**config.mk**
```make
export PLATFORM = sky130hd
export DESIGN_NAME = seg7_scan_drv
export DESIGN_NICKNAME = d
export VERILOG_FILES = /design/src/rtl/seg7_scan_drv.sv
export SDC_FILE = /design/constraint.sdc
export NUM_CORES = 1
export LEC_CHECK = 0
export ABC_AREA = 1
export BUFFER_PORTS_ARGS = -buffer_cell sky130_fd_sc_hd__buf_2
export CAP_MARGIN = 15
export CORE_ASPECT_RATIO = 0.8
export CORE_MARGIN = 2
export CORE_UTILIZATION = 49
export CTS_BUF_LIST = sky130_fd_sc_hd__clkbuf_4 sky130_fd_sc_hd__clkbuf_8
export CTS_CLUSTER_SIZE = 20
export DETAILED_ROUTE_END_ITERATION = 10
export PLACE_DENSITY = 0.7
export SYNTH_ARGS = -nofsm -noshare
export SYNTH_HDL_FRONTEND = slang
export SYNTH_SLANG_ARGS = --single-unit
```
**constraint.sdc**
```tcl
create_clock -name CLK -period 3.3 [get_ports CLK]
set_clock_uncertainty 0.1 [all_clocks]
set_input_delay 0.165 -clock CLK [delete_from_list [all_inputs] [get_ports CLK]]
set_output_delay 0.165 -clock CLK [all_outputs]
set_load 0.05 [all_outputs]
```
**src/rtl/seg7_scan_drv.sv**
```systemverilog
// -----------------------------------------------------------------------------
// seg7_scan_drv
//
// Four-digit multiplexed seven-segment display driver. The slow scan reference
// (a divider output synchronous to CLK) advances one digit per rising edge.
// A blanking gap of BLANK_CYC cycles follows every digit advance to suppress
// ghosting. Display data is double-buffered: LOAD captures into a pending
// buffer, which is committed to the active buffer only when the digit index
// wraps from 3 to 0.
//
// Ports:
//   CLK       system clock (only clock)
//   RST_N     asynchronous active-low reset
//   SCAN_CLK  scan reference; each rising edge advances one digit
//   DATA      four hex nibbles, DATA[3:0] is digit 0 (rightmost)
//   DP        decimal points, DP[i] belongs to digit i
//   LOAD      one-cycle strobe capturing DATA/DP into the pending buffer
//   SEG       segment drive {dp,g,f,e,d,c,b,a}
//   DIG       digit enables, one-hot while showing
//   FRAME     one-cycle pulse in the cycle after the index wraps 3 -> 0
// -----------------------------------------------------------------------------
module seg7_scan_drv #(
    parameter int unsigned BLANK_CYC   = 4,
    parameter int unsigned LZ_SUPPRESS = 0,
    parameter int unsigned SEG_ACT_LOW = 1,
    parameter int unsigned COM_ACT_LOW = 1
) (
    input  logic        CLK,
    input  logic        RST_N,
    input  logic        SCAN_CLK,
    input  logic [15:0] DATA,
    input  logic [3:0]  DP,
    input  logic        LOAD,
    output logic [7:0]  SEG,
    output logic [3:0]  DIG,
    output logic        FRAME
);

    typedef enum logic {
        ST_BLANK = 1'b0,
        ST_SHOW  = 1'b1
    } state_t;

    localparam logic [7:0] BLANK_LAST = (BLANK_CYC == 0) ? 8'd0 : 8'(BLANK_CYC - 1);
    localparam logic [7:0] SEG_OFF    = (SEG_ACT_LOW != 0) ? 8'hFF : 8'h00;
    localparam logic [3:0] DIG_OFF    = (COM_ACT_LOW != 0) ? 4'hF : 4'h0;

    // Active-high {g,f,e,d,c,b,a} pattern for a hex nibble.
    function automatic logic [6:0] hex7(input logic [3:0] nib);
        logic [6:0] pat;
        case (nib)
            4'h0: pat = 7'h3F;
            4'h1: pat = 7'h06;
            4'h2: pat = 7'h5B;
            4'h3: pat = 7'h4F;
            4'h4: pat = 7'h66;
            4'h5: pat = 7'h6D;
            4'h6: pat = 7'h7D;
            4'h7: pat = 7'h07;
            4'h8: pat = 7'h7F;
            4'h9: pat = 7'h6F;
            4'hA: pat = 7'h77;
            4'hB: pat = 7'h7C;
            4'hC: pat = 7'h39;
            4'hD: pat = 7'h5E;
            4'hE: pat = 7'h79;
            default: pat = 7'h71;
        endcase
        return pat;
    endfunction

    // Digit i is a leading zero when it and every higher nibble are zero.
    // Digit 0 is never suppressed so a zero value still shows "0".
    function automatic logic lead_zero(input logic [15:0] d, input logic [1:0] i);
        logic z;
        case (i)
            2'd1:    z = (d[15:4] == 12'h000);
            2'd2:    z = (d[15:8] == 8'h00);
            2'd3:    z = (d[15:12] == 4'h0);
            default: z = 1'b0;
        endcase
        return z;
    endfunction

    logic        scan_d;
    logic [1:0]  idx;
    state_t      state;
    logic [7:0]  cnt;
    logic [15:0] act_data;
    logic [3:0]  act_dp;
    logic [15:0] pend_data;
    logic [3:0]  pend_dp;
    logic        pend;

    logic        rise;
    logic        wrap;
    logic [1:0]  idx_nx;
    state_t      state_nx;
    logic [7:0]  cnt_nx;
    logic [15:0] act_data_nx;
    logic [3:0]  act_dp_nx;
    logic [15:0] pend_data_nx;
    logic [3:0]  pend_dp_nx;
    logic        pend_nx;
    logic [3:0]  nib;
    logic [7:0]  seg_raw;
    logic [3:0]  dig_raw;
    logic [7:0]  seg_nx;
    logic [3:0]  dig_nx;

    // SCAN_CLK is already synchronous to CLK, so a single delay suffices.
    assign rise = SCAN_CLK & ~scan_d;
    assign wrap = rise && (idx == 2'd3);

    // Next-state: digit sequencing and blanking.
    always_comb begin
        idx_nx   = idx;
        state_nx = state;
        cnt_nx   = cnt;
        if (rise) begin
            idx_nx   = idx + 2'd1;
            cnt_nx   = 8'd0;
            state_nx = (BLANK_CYC == 0) ? ST_SHOW : ST_BLANK;
        end else if (state == ST_BLANK) begin
            cnt_nx = cnt + 8'd1;
            if ((BLANK_CYC == 0) || (cnt == BLANK_LAST)) begin
                state_nx = ST_SHOW;
            end
        end
    end

    // Double buffer. A LOAD coinciding with the wrap still lands in pending;
    // the wrap commits only what was pending before that LOAD.
    always_comb begin
        act_data_nx  = act_data;
        act_dp_nx    = act_dp;
        pend_data_nx = pend_data;
        pend_dp_nx   = pend_dp;
        pend_nx      = pend;
        if (wrap && pend) begin
            act_data_nx = pend_data;
            act_dp_nx   = pend_dp;
            pend_nx     = 1'b0;
        end
        if (LOAD) begin
            pend_data_nx = DATA;
            pend_dp_nx   = DP;
            pend_nx      = 1'b1;
        end
    end

    // Outputs are registered from next-state values so the blank gap is
    // exactly BLANK_CYC cycles and a fresh commit is visible immediately.
    always_comb begin
        nib     = 4'(act_data_nx >> {idx_nx, 2'b00});
        seg_raw = {act_dp_nx[idx_nx], hex7(nib)};
        if ((LZ_SUPPRESS != 0) && lead_zero(act_data_nx, idx_nx)) begin
            seg_raw[6:0] = 7'h00;
        end
        dig_raw = 4'b0001 << idx_nx;
        if (state_nx == ST_BLANK) begin
            seg_raw = 8'h00;
            dig_raw = 4'h0;
        end
        seg_nx = (SEG_ACT_LOW != 0) ? ~seg_raw : seg_raw;
        dig_nx = (COM_ACT_LOW != 0) ? ~dig_raw : dig_raw;
    end

    always_ff @(posedge CLK or negedge RST_N) begin
        if (!RST_N) begin
            scan_d    <= 1'b0;
            idx       <= 2'd0;
            state     <= ST_BLANK;
            cnt       <= 8'd0;
            act_data  <= 16'h0000;
            act_dp    <= 4'h0;
            pend_data <= 16'h0000;
            pend_dp   <= 4'h0;
            pend      <= 1'b0;
            SEG       <= SEG_OFF;
            DIG       <= DIG_OFF;
            FRAME     <= 1'b0;
        end else begin
            scan_d    <= SCAN_CLK;
            idx       <= idx_nx;
            state     <= state_nx;
            cnt       <= cnt_nx;
            act_data  <= act_data_nx;
            act_dp    <= act_dp_nx;
            pend_data <= pend_data_nx;
            pend_dp   <= pend_dp_nx;
            pend      <= pend_nx;
            SEG       <= seg_nx;
            DIG       <= dig_nx;
            FRAME     <= wrap;
        end
    end

endmodule
```
# Word level (Yosys, flattened, before mapping)
# Memory sizes are Yosys's and may differ from the RTL's.
# Cells that the tools add are included.
[classes] n_addsub=2 multipliers=0 div=0 order_cmp=1 eq_ne=3 shifts=2 mux=14 bitwise=4 reduce_logical=3
[op_table] cell="two-way mux 8 bit" count=3
[op_table] cell="two-way mux 16 bit" count=1
[op_table] cell=">> shifter 16 x 4 -> 4 bit" count=1
[op_table] cell="adder 8 x 1 -> 8 bit (second input constant)" count=1
[op_table] cell="equality test 8 x 2 -> 1 bit (second input constant)" count=1
[op_table] cell="two-way mux 4 bit" count=2
[op_table] cell="NOT 8 bit" count=1
[op_table] cell="two-way mux 1 bit" count=6
[op_table] cell="NOT 4 bit" count=1
[op_table] cell="<< shifter 1 x 2 -> 4 bit (first input constant)" count=1
[op_table] cell="< comparator 2 x 3 -> 1 bit (second input constant)" count=1
[op_table] cell="adder 2 x 1 -> 2 bit (second input constant)" count=1
[op_table] cell="binary-select mux 1 bit (select 2 bit)" count=1
[op_table] cell="equality test 2 bit (second input constant)" count=1
[op_table] cell="logical AND 1 bit" count=2
[op_table] cell="two-way mux 2 bit" count=1
[op_table] cell="inequality test 2 x 1 -> 1 bit (second input constant)" count=1
[op_table] cell="nonzero test 2 bit" count=1
[op_table] cell="bitwise AND 1 bit" count=1
[op_table] cell="NOT 1 bit" count=1
[word_totals] reg_bits=66 latch_bits=0 ramBits=0 rom_bits=112 inputBits=24 output_inout_bits=13 word_cells=42 mem_count=1
[memory_table] name="(no name shown)" depth=16 width=7 read_ports=1 rd_ports_with_merged_regs=0 write_ports=0 line_no="51" source="case (nib)"

# Longest topological paths before layout
[logic_depth] depth_word=9 ltp_mapped=15 depth_no_buf=14

# Worst setup path after synthesis
# OpenSTA, ideal clock, no wires.
[synth_path] path_type="register to register" start="register idx[0]" end="register SEG[5]" setup_ns=0.093 t_arrival_ns=1.883 setup_slack_ns=1.224 path_stages_with_launch=15 n_path_buf=1 cell_sequence="dfrtp_1 > ha_1 > nand4_1 > buf_2 > nand2_1 > o21ai_0 > nand2_1 > nand2_1 > nor2_2 > inv_1 > ha_1 > inv_1 > nand2_1 > nand3_1 > nand3_1"
[synth_via] elab_chain_cells=8 word_cells_on_any_way=10
[synth_lines] item="start, declared" line_no="86" source="logic [1:0] idx;"
[synth_lines] item="start signal, assigned" line_no="185" source="idx <= idx_nx;"
[synth_lines] item="equality test 2 bit" line_no="113" source="assign wrap = rise && (idx == 2'd3);"
[synth_lines] item="logical AND 1 bit" line_no="113"
[synth_lines] item="logical AND 1 bit" line_no="140" source="if (wrap && pend) begin"
[synth_lines] item="two-way mux 16 bit" line_no="140"
[synth_lines] item="net act_data_nx[5]" line_no="100" source="logic [15:0] act_data_nx;"
[synth_lines] item=">> shifter 16 x 4 -> 4 bit" line_no="155" source="nib = 4'(act_data_nx >> {idx_nx, 2'b00});"
[synth_lines] item="memory (16 x 7 bit)"
[synth_lines] item="two-way mux 8 bit" line_no="161" source="if (state_nx == ST_BLANK) begin"
[synth_lines] item="NOT 8 bit" line_no="165" source="seg_nx = (SEG_ACT_LOW != 0) ? ~seg_raw : seg_raw;"
[synth_lines] item="net seg_nx[5]" line_no="108" source="logic [7:0] seg_nx;"
[synth_lines] item="end signal, assigned" line_no="193" source="SEG <= seg_nx;"
[synth_lines] item="end, declared" line_no="34" source="output logic [7:0] SEG,"
# The timed path passes the listed nets, and every way through them passes these cells.
# A chain may end at the register's enable or synchronous reset.

# Worst setup path after layout
# Ends and elaborated chain as after synthesis.

==> impl_results.md <==
* Part of the cycle the worst path needs at 82.90%
* Vias in the first global route at 2254
* Syn_nets at 391
* DR iter-0 viols at 95
* H-Tree Depth at 3
* Final TNS setup at 0 ns
* # hold bufs at CTS at 22
* Area of the die at 0.006823 mm²
* Antenna violations before repair at 0
* Top post-synthesis cells by area: dfrtp_1, nand2_1, dfstp_2, inv_1, nand3_1
* Global-route wire length before repair at 10290 µm
* Yosys reg bits at 66
* Die X at 91.85 µm
* Peak VDD IR at 382.5 µV
* Non-Filler Instances at 508
* Actual transition at the worst max-transition pin at 0.9339 ns
* CTS Sinks at 66
* Top cell type by total area after synthesis: dfrtp_1
* Sw Share at 39.18%
* Starting Density at 50.91%
* Ys Warns at 0
* Final Hold Violating Endpoints at 0
* Clk slew on worst S/H paths at 0.07 ns
* PostCTS Resize Cnt at 0
* Power density over the cells at 828.3 mW/mm²
* Post-layout min period at 2.736 ns
* Via count at 2427
* CTS tree: done
* Logic pwr share at 38.8%
* Clock Latency Late Sink at 0.35 ns
* CP max stage delay at 0.52 ns
* Largest net degree at the start of global routing at 51
* Via-to-Cell Ratio at 4.778
* Share of cells above drive strength 1 at 21.55%
* GPL Wtd Cong at 0.8004
* Slowest-stage cell, CP: nand4_1
* Post-route cell area at 0.003747 mm²
* Antenna Nets Post-Route at 0
* Top-area cell type share of the netlist area at 44.67%
* Leakage at 1.939 nW
* Syn Area/Cell at 8.427 µm²
* Area after DPL at 0.003279 mm²
* Register area at 0.001667 mm²
* Clk pwr share at 24.4%
* Hold_ws at 0.1548 ns
* Std-Cell Rows at 25
* Overall routing resource usage at 19.65%
* Area grow syn2layout at 23.86%
* Critical Path RT at 3.44 ns
* Clk buf depth at 2
* Number of port buffers at 36
* Net Sw Power at 1.216 mW
* Post-CTS setup buffer count at 0
* Synth Cell Area at 0.003025 mm²
* Wire per inst at 11.93 µm
* Startpoint Class: register
* Sequential fraction of the synthesis area at 55.09%
* CP bufs+invs at 2
* Min-delay worst type: input port to register
* Grt ovf at 0
* Placed cell count at 469
* Critical Path End Type: register
* Core box area at 0.005943 mm²
* Unrepaired setup endpoints after global routing: no
* CTS buffer count at 9
* Max Clk Rate at 0.3656 GHz
* Most used cell along the critical path: nand2_1
* Worst Path Class, Setup: register to register
* Final Routed Wirelength at 6059 µm
* HPWL after DPL at 4145 µm
* I/O pins at 37
* Util after Layout at 63.05%
* Internal at 1.888 mW
* Crit path arrival time at 2.87 ns
* Area of the multi-input gates at 0.001136 mm²
* Number of max-cap violations at 0
* CTS Root Cell: clkbuf_8
* Largest fanout on the critical path at 16
* Filler cells at 483
* Worst slew margin at 37.74%
* Status: finished clean
* Slew Limit Fails at 0
* Diode count at 0
* Synth unique cells at 23
* DRT Pass-1 Iters at 4
* CP cell instances: ha_1, nand4_1, nand2_1, o21ai_1, nand2_1, nand2_1, nor2_2, inv_1, ha_1, inv_1, nand2_1, nand3_1, nand3_1
* Die extent in y at 74.28 µm
* Post-synthesis cell count at 359
* DRC at 0
* Register share of total power at 36.8%
* Crit path max-delay family: simple AND/OR/NAND/NOR gates
* Endpoints failing setup at 0
* Layout Nets at 454
## area by class of cell
| class | instances | share of cell area, % |
|---|---|---|
| Inverter | 46 | 4.608 |
| Tap cell | 81 | 2.705 |
| Clock buffer | 10 | 3.673 |
| Sequential cell | 66 | 44.47 |
| Clock inverter | 6 | 2.404 |
| Timing Repair Buffer | 62 | 11.82 |
| Multi-Input combinational cell | 237 | 30.32 |
## layout by cell type, fill, tap and decap left out, types with 10 or more instances in the layout
master	count
nand3_1	28
o21ai_0	22
nand2_1	132
clkbuf_8	10
dfrtp_1	54
buf_2	36
inv_1	41
dlygate4sd3_1	22
dfstp_2	12
## stage by stage
step	total power [mW]	setup slack (ns)
after CTS	3.120	0.5607
after detailed placement	2.333	0.5806
after floorplan	2.062	1.224
after global routing	3.333	0.2617
final	3.104	0.5644
after global placement	2.300	0.6917
## logic make-up after synthesis
group           after synthesis  share of synthesized area [%]
simple gates                197                          28.95
compound gates               32                          5.294
buf+inv                      56                          7.362
fa+ha+maj                     8                          3.309
flops                        66                          55.09
## cells in the mapped netlist (all sizes together)
| cell | count |
|---|---|
| nand2 | 141 |
| dfrtp | 54 |
| inv | 46 |
| nand3 | 28 |
| o21ai | 26 |
| nor2 | 16 |
| dfstp | 12 |
| ha | 8 |
| nand4 | 7 |
| a21oi | 6 |
| buf | 5 |
| clkbuf | 5 |
| or2 | 2 |
| and3 | 1 |
| nor3 | 1 |
| nor4 | 1 |
## path summary, 6_finish.rpt
check	from	endpoint	slack [ns]	cells after the start
worst min-delay path	LOAD	pend_data[11]$_DFFE_PN0P_	0.15	3
min in group asynchronous	RST_N	cnt[4]$_DFFE_PN0P_	0.21	2
worst max register to register	idx[0]$_DFF_PN0_	SEG[5]$_DFF_PN1_	0.56	13
worst max-delay path	idx[0]$_DFF_PN0_	SEG[5]$_DFF_PN1_	0.56	13
max in group asynchronous	RST_N	idx[0]$_DFF_PN0_	2.06	4
worst min register to register	cnt[7]$_DFFE_PN0P_	cnt[7]$_DFFE_PN0P_	0.37	1
## layer usage
metal,track usage [%],part of all wire (%),vias up
met5,0,0,-
met4,4.809,1.0,0
met3,7.396,4.9,8
met2,31.37,46,56
met1,25.96,48,1116
li1,-,-,1247
## registers in the layout, summed over array words and instances, names as in the netlist
register / count
DIG: 4
cnt: 8
FRAME: 1
idx: 2
SEG: 8
pend: 1
pend_data: 16
scan_d: 1
pend_dp: 4
act_dp: 4
act_data: 16
state: 1
## power groups by stage
stage | Clock, mW | Combinational [mW] | Sequential [mW]
finish | 0.758 | 1.20 | 1.14
floorplan | 0 | 0.765 | 1.30
CTS | 0.774 | 1.20 | 1.14
detailed placement | 0 | 1.18 | 1.15
global route | 0.802 | 1.37 | 1.16
global placement | 0 | 1.15 | 1.15
## worst min-delay path: stages
cell	delay, ns
buf_2	0.25
nand2_1	0.11
nand2_1	0.04
No activity file was read; power rests on OpenSTA's default activity.
